==> src/rtl/demapper_llr.sv <==
`default_nettype none
// ============================================================================
//  Module      : demapper_llr
//  Description : Soft-decision demapper. Turns equalised {Q,I} symbols into
//                scaled, rounded and saturated LLR pairs, 1-3 beats per symbol.
//  Revision    : 1.0
// ============================================================================
module demapper_llr #(
    parameter int DATA_W      = 16,
    parameter int SCALE_W     = 16,
    parameter int SCALE_SHIFT = 12,
    parameter int OUT_W       = 16,
    parameter int CNT_W       = 16
) (
    input  logic                clk,
    input  logic                rst,
    input  logic [2*DATA_W-1:0] t_data,
    input  logic                t_last,
    input  logic                t_valid,
    output logic                t_ready,
    output logic [2*OUT_W-1:0]  i_data,
    output logic [1:0]          i_beat,
    output logic                i_last,
    output logic                i_valid,
    input  logic                i_ready,
    input  logic [2:0]          constellation,
    input  logic [SCALE_W-1:0]  two_over_sigma_sq,
    output logic                err_bad_mode,
    output logic [CNT_W-1:0]    sym_count,
    output logic                busy
);

    localparam int c_BW = DATA_W + 2;
    localparam int c_PW = DATA_W + 2 + SCALE_W + 1;

    localparam logic [2:0] c_QPSK  = 3'd0;
    localparam logic [2:0] c_8PSK  = 3'd1;
    localparam logic [2:0] c_QAM16 = 3'd2;
    localparam logic [2:0] c_QAM64 = 3'd3;
    localparam logic [2:0] c_BPSK  = 3'd4;

    localparam logic signed [c_BW-1:0] c_A    = c_BW'(1) << (DATA_W - 3);
    localparam logic signed [c_BW-1:0] c_B    = c_BW'(1) << (DATA_W - 2);
    // (1 << SHIFT) >> 1 yields zero rounding offset when SCALE_SHIFT is 0
    localparam logic signed [c_PW:0]   c_RND  = ((c_PW+1)'(1) << SCALE_SHIFT) >> 1;
    localparam logic signed [c_PW:0]   c_SMAX = ((c_PW+1)'(1) << (OUT_W - 1)) - (c_PW+1)'(1);
    localparam logic signed [c_PW:0]   c_SMIN = -c_SMAX;

    typedef enum logic [1:0] {
        S_IDLE   = 2'd0,
        S_ACTIVE = 2'd1,
        S_DROP   = 2'd2
    } state_t;

    state_t                 r_state;
    state_t                 w_state_nxt;
    logic [2:0]             r_mode;
    logic [1:0]             r_beat;
    logic                   r_first;
    logic                   r_err;
    logic [CNT_W-1:0]       r_cnt;

    logic                   r_s1_valid;
    logic signed [c_PW-1:0] r_s1_re;
    logic signed [c_PW-1:0] r_s1_im;
    logic [1:0]             r_s1_beat;
    logic                   r_s1_last;

    logic                   r_s2_valid;
    logic [2*OUT_W-1:0]     r_s2_data;
    logic [1:0]             r_s2_beat;
    logic                   r_s2_last;

    logic                   w_mode_ok;
    logic [1:0]             w_last_idx;
    logic                   w_issue;
    logic                   w_sym_done;
    logic                   w_s1_ok;
    logic                   w_s2_ok;

    logic signed [c_BW-1:0] w_i;
    logic signed [c_BW-1:0] w_q;
    logic signed [c_BW-1:0] w_ai;
    logic signed [c_BW-1:0] w_aq;
    logic signed [c_BW-1:0] w_di;
    logic signed [c_BW-1:0] w_dq;
    logic signed [c_BW-1:0] w_adi;
    logic signed [c_BW-1:0] w_adq;
    logic signed [c_BW-1:0] w_re;
    logic signed [c_BW-1:0] w_im;
    logic signed [c_PW-1:0] w_scale;
    logic signed [c_PW-1:0] w_p_re;
    logic signed [c_PW-1:0] w_p_im;

    function automatic logic [OUT_W-1:0] f_round_sat(input logic signed [c_PW-1:0] p);
        logic signed [c_PW:0] v;
        v = ((c_PW+1)'(p) + c_RND) >>> SCALE_SHIFT;
        if (v > c_SMAX)
            f_round_sat = c_SMAX[OUT_W-1:0];
        else if (v < c_SMIN)
            f_round_sat = c_SMIN[OUT_W-1:0];
        else
            f_round_sat = v[OUT_W-1:0];
    endfunction

    assign w_mode_ok  = (constellation <= c_BPSK);
    assign w_s2_ok    = !r_s2_valid || i_ready;
    assign w_s1_ok    = !r_s1_valid || w_s2_ok;
    assign w_sym_done = w_issue && (r_beat == w_last_idx);

    always_comb begin
        w_last_idx = 2'd0;
        case (r_mode)
            c_8PSK, c_QAM16: w_last_idx = 2'd1;
            c_QAM64:         w_last_idx = 2'd2;
            default:         w_last_idx = 2'd0;
        endcase
    end

    always_comb begin
        w_state_nxt = r_state;
        t_ready     = 1'b0;
        w_issue     = 1'b0;
        case (r_state)
            S_IDLE: begin
                if (t_valid)
                    w_state_nxt = w_mode_ok ? S_ACTIVE : S_DROP;
            end
            S_ACTIVE: begin
                // symbol is held upstream until its final beat is issued
                w_issue = t_valid && w_s1_ok;
                t_ready = w_s1_ok && (r_beat == w_last_idx);
                if (w_issue && t_ready && t_last)
                    w_state_nxt = S_IDLE;
            end
            S_DROP: begin
                t_ready = 1'b1;
                if (t_valid && t_last)
                    w_state_nxt = S_IDLE;
            end
            default: w_state_nxt = S_IDLE;
        endcase
    end

    always_ff @(posedge clk or posedge rst) begin
        if (rst) begin
            r_state <= S_IDLE;
            r_mode  <= c_QPSK;
            r_beat  <= 2'd0;
            r_first <= 1'b0;
            r_err   <= 1'b0;
            r_cnt   <= '0;
        end else begin
            r_state <= w_state_nxt;
            if (r_state == S_IDLE && t_valid) begin
                r_mode  <= constellation;
                r_first <= 1'b1;
                r_beat  <= 2'd0;
                if (!w_mode_ok)
                    r_err <= 1'b1;
            end
            if (w_issue) begin
                if (w_sym_done) begin
                    r_beat  <= 2'd0;
                    r_first <= 1'b0;
                    r_cnt   <= r_first ? CNT_W'(1) : r_cnt + CNT_W'(1);
                end else begin
                    r_beat <= r_beat + 2'd1;
                end
            end
        end
    end

    assign w_i   = c_BW'($signed(t_data[DATA_W-1:0]));
    assign w_q   = c_BW'($signed(t_data[2*DATA_W-1:DATA_W]));
    assign w_ai  = w_i[c_BW-1] ? -w_i : w_i;
    assign w_aq  = w_q[c_BW-1] ? -w_q : w_q;
    assign w_di  = w_ai - c_B;
    assign w_dq  = w_aq - c_B;
    assign w_adi = w_di[c_BW-1] ? -w_di : w_di;
    assign w_adq = w_dq[c_BW-1] ? -w_dq : w_dq;

    always_comb begin
        w_re = w_i;
        w_im = w_q;
        case (r_mode)
            c_BPSK: w_im = '0;
            c_8PSK: begin
                if (r_beat == 2'd1) begin
                    w_re = w_ai - w_aq;
                    w_im = '0;
                end
            end
            c_QAM16: begin
                if (r_beat == 2'd1) begin
                    w_re = w_ai - c_A;
                    w_im = w_aq - c_A;
                end
            end
            c_QAM64: begin
                if (r_beat == 2'd1) begin
                    w_re = c_B - w_ai;
                    w_im = c_B - w_aq;
                end else if (r_beat == 2'd2) begin
                    w_re = c_A - w_adi;
                    w_im = c_A - w_adq;
                end
            end
            default: ;
        endcase
    end

    assign w_scale = c_PW'($signed({1'b0, two_over_sigma_sq}));
    assign w_p_re  = c_PW'(w_re) * w_scale;
    assign w_p_im  = c_PW'(w_im) * w_scale;

    always_ff @(posedge clk or posedge rst) begin
        if (rst) begin
            r_s1_valid <= 1'b0;
            r_s1_re    <= '0;
            r_s1_im    <= '0;
            r_s1_beat  <= 2'd0;
            r_s1_last  <= 1'b0;
            r_s2_valid <= 1'b0;
            r_s2_data  <= '0;
            r_s2_beat  <= 2'd0;
            r_s2_last  <= 1'b0;
        end else begin
            if (w_s1_ok) begin
                r_s1_valid <= w_issue;
                if (w_issue) begin
                    r_s1_re   <= w_p_re;
                    r_s1_im   <= w_p_im;
                    r_s1_beat <= r_beat;
                    r_s1_last <= t_last && w_sym_done;
                end
            end
            if (w_s2_ok) begin
                r_s2_valid <= r_s1_valid;
                if (r_s1_valid) begin
                    r_s2_data <= {f_round_sat(r_s1_im), f_round_sat(r_s1_re)};
                    r_s2_beat <= r_s1_beat;
                    r_s2_last <= r_s1_last;
                end
            end
        end
    end

    assign i_valid      = r_s2_valid;
    assign i_data       = r_s2_data;
    assign i_beat       = r_s2_beat;
    assign i_last       = r_s2_last;
    assign err_bad_mode = r_err;
    assign sym_count    = r_cnt;
    assign busy         = r_s1_valid || r_s2_valid || (r_state != S_IDLE);

endmodule
`default_nettype wire

==> config.mk <==
export PLATFORM = sky130hd
export DESIGN_NAME = demapper_llr
export DESIGN_NICKNAME = d
export VERILOG_FILES = /design/src/rtl/demapper_llr.sv
export SDC_FILE = /design/constraint.sdc
export NUM_CORES = 2
export LEC_CHECK = 0
export CORE_MARGIN = 2
export CORE_UTILIZATION = 50
export DETAILED_ROUTE_END_ITERATION = 8
export MAX_ROUTING_LAYER = met4
export PLACE_DENSITY = 0.76
export RECOVER_POWER = 100
export SLEW_MARGIN = 15
export SYNTH_ARGS = -nofsm -noshare
export SYNTH_HDL_FRONTEND = slang
export SYNTH_SLANG_ARGS = --single-unit
==> constraint.sdc <==
create_clock -name clk -period 20.7 [get_ports clk]
set_input_delay 2.07 -clock clk [delete_from_list [all_inputs] [get_ports clk]]
set_output_delay 2.07 -clock clk [all_outputs]
set_load 0.05 [all_outputs]
==> impl_metrics.py <==
metrics = {
    "outcome": {
        "status": "complete, but fails checks",
        "violations": "max-capacitance violations, max-slew violations",
    },
    "layout": {
        "area_delta_synth_final_pct": 7.51,
        "antenna_cells": 0,
        "drive_above_1_share_pct": 4.00,
        "seq_area_mm2": 0.00283,
        "nets": 4749,
        "multi_input_area_mm2": 0.0261,
        "nFillCells": 5920,
    },
    "synth": {
        "syn_area_mm2": 0.0326,
        "post-synth-top-count-cell": "inv_1",
        "yosysTopAreaCell": "fa_1",
        "ys_seq_area_share_pct": 8.67,
        "synth_ff_type": "dfrtp_1",
        "ys_warn_count": 0,
        "synth_top_cell_area_share_pct": 35.0,
        "synthCells": 3914,
        "netlist-cell-type-count": 97,
        "avgSynthCellArea_um2": 8.34,
        "async_flop_share_pct": 100,
        "yosys_register_bits": 113,
        "synth_edf_count": 0,
        "synthTopCellsByArea": "fa_1 35%, inv_1 8.9%, dfrtp_1 8.7%",
        "syn_nets": 4752,
        "ys_top_cells_by_count": "774 x inv_1, 571 x fa_1, 509 x nand2_1",
    },
    "grt": {
        "gr-total-overflow": 0,
        "grt_pass1_wl_mm": 145,
        "grt_max_degree": 104,
        "grt_util_all_layers_pct": 27.8,
        "grt_pass1_vias": 27900,
        "antenna_found_initial": 1,
    },
    "cts": {
        "cts_tree": "yes",
        "cts.path.max_buffers": 2,
        "cts_max_level": 4,
        "postCtsResizedCells": 0,
        "clk_pin_slew_ps": 60,
        "numClockSinks": 113,
        "cts_inserted_buffers": 17,
        "clkLatencyLatePin_ps": 460,
        "ctsHoldBuffers": 0,
        "post-cts-setup-buffers": 0,
        "clockRootBuffer": "clkbuf_16",
    },
    "route": {
        "routed_wl_mm": 87.4,
        "drt-initial-drc-count": 2434,
        "vias": 27000,
        "dr.pass1.iters": 7,
        "drtAntennaViolNets": 0,
        "viasPerCell": 5.64,
        "wl_per_cell_um": 18.3,
        "drc": 0,
    },
    "timing": {
        "fin_skew_ps": 20.9,
        "slew_headroom_pct": -141,
        "period_share_pct": 66.9,
        "period_needed_ps": 13850,
        "tightest_slew_ps": 3600,
        "timing.setup.tns_ps": 0,
        "rsz0062_at_grt": "false",
        "hold_viol": 0,
        "drv_slew": 262,
        "setup_viol": 0,
        "fmax_mhz": 72.2,
    },
    "placed_design": {
        "gp_congestion": 0.988,
        "dpl.hpwl_mm": 66.4,
        "io_buffers": 110,
    },
    "worst_setup_path": {
        "timing_worst_setup_path_type": "in2reg",
        "cp_slowest_cell": "a211oi_1",
        "cp-end-kind": "register",
        "worst-path-buf-inv": 8,
        "worst_path_largest_cell_delay_ps": 1460,
        "crit_arrival_ps": 14020,
        "cpLargestDelayFamily": "adder cells",
        "worst_setup_path_start_kind": "input pin",
        "cp.required_ps": 20870,
        "crit_fanout": 13,
    },
    "floorplan": {
        "start_util_pct": 50.6,
        "die_height_um": 259,
        "core-area_mm2": 0.0645,
        "ios": 111,
        "rows": 93,
        "fp.dieW_um": 259,
        "dieArea_mm2": 0.0673,
    },
    "worst_hold_path": {
        "min_path_type": "reg2reg",
    },
    "run": {
        "maxCapViolCount": 5,
    },
}
metrics by stage:
stage               instances  area (µm²)  worst slack, ps  hold WS [ps]  util, %
floorplan                3914       32600             8860           439        -
CTS                      4778       35100             7640           475     54.5
global route             4779       35100             5990           511     54.4
detailed placement       4746       34500             7180           460     53.5
global placement         4746       34500             7440           456     53.5
finish                   4779       35100             6850           474     54.4
registers in the layout, summed over array words and instances, names as in the netlist:
signal and cells:
err_bad_mode 1, i_beat 2, i_data 32, i_last 1, i_valid 1, r_beat 2
r_first 1, r_mode 3, r_s1_beat 2, r_s1_im 24, r_s1_last 1, r_s1_re 24
r_s1_valid 1, r_state 2, sym_count 16
final timing paths:
path / start / end / slack [ps] / cells past startpoint
worst min-delay path: r_s1_last / i_last / 470 / 2
min in group asynchronous: rst / i_beat[0] / 2840 / 2
worst max-delay path: t_data[16] / r_s1_re[34] / 6850 / 37
worst max register to register: r_beat[0] / r_s1_re[34] / 9730 / 33
max in group asynchronous: rst / r_s1_re[28] / 13810 / 3
worst min register to register: r_s1_last / i_last / 470 / 2
worst reg2reg max path: cells and delay by family, from the launching register on:
family                   cells  cell delay [ps]
AO/OA/AOI/OAI               14             4020
XOR/XNOR                     1              180
adder cells (fa/ha/maj)      8             3630
buffers and inverters        9             2160
flip-flops                   1              480
AND/OR/NAND/NOR              1              190
cells in the final DEF, fill, tap and decap left out, types with 27 or more instances in the layout:
cell	count
xor2_1	72
a21oi_1	134
nand4_1	30
dlygate4sd3_1	60
fa_1	571
clkdlybuf4s50_1	45
ha_1	210
a21o_1	27
buf_4	55
xnor2_1	144
nor3_1	43
and2_1	214
dfrtp_1	113
nand2b_1	31
inv_1	773
nand3_1	69
nand2_1	509
o21ai_0	138
nor2_1	165
nor2b_1	33
and3_1	33
routing by layer:
metal	part of all wire (%)	global-route usage, %
met5	0	-
met4	3.1	8.73
met3	8.3	4.75
met2	47	44.3
met1	42	36.2
cell type report:
cell class,count,area share (%)
flip-flops and latches,113,8.06
inverters,778,8.33
repair buffers,169,4.29
well taps,855,3.05
clock buffers,18,1.22
multi-input cells,2832,74.5
clock inverters,14,0.514
cell families (layout without fill, tap and decap cells):
family / Yosys count / in the layout / share of synthesized area (%)
simple gates: 1239 / 1239 / 18.7
flops: 113 / 113 / 8.67
fa+ha+maj: 794 / 794 / 43.5
xor+xnor: 216 / 216 / 5.80
other cells: 2 / 2 / 0.0230
mux: 20 / 20 / 0.660
buf+inv: 969 / 979 / 11.3
compound gates: 561 / 561 / 11.4
Power is not shown: default switching activity piles up to over one toggle a cycle in this logic, so the estimate is an artifact.
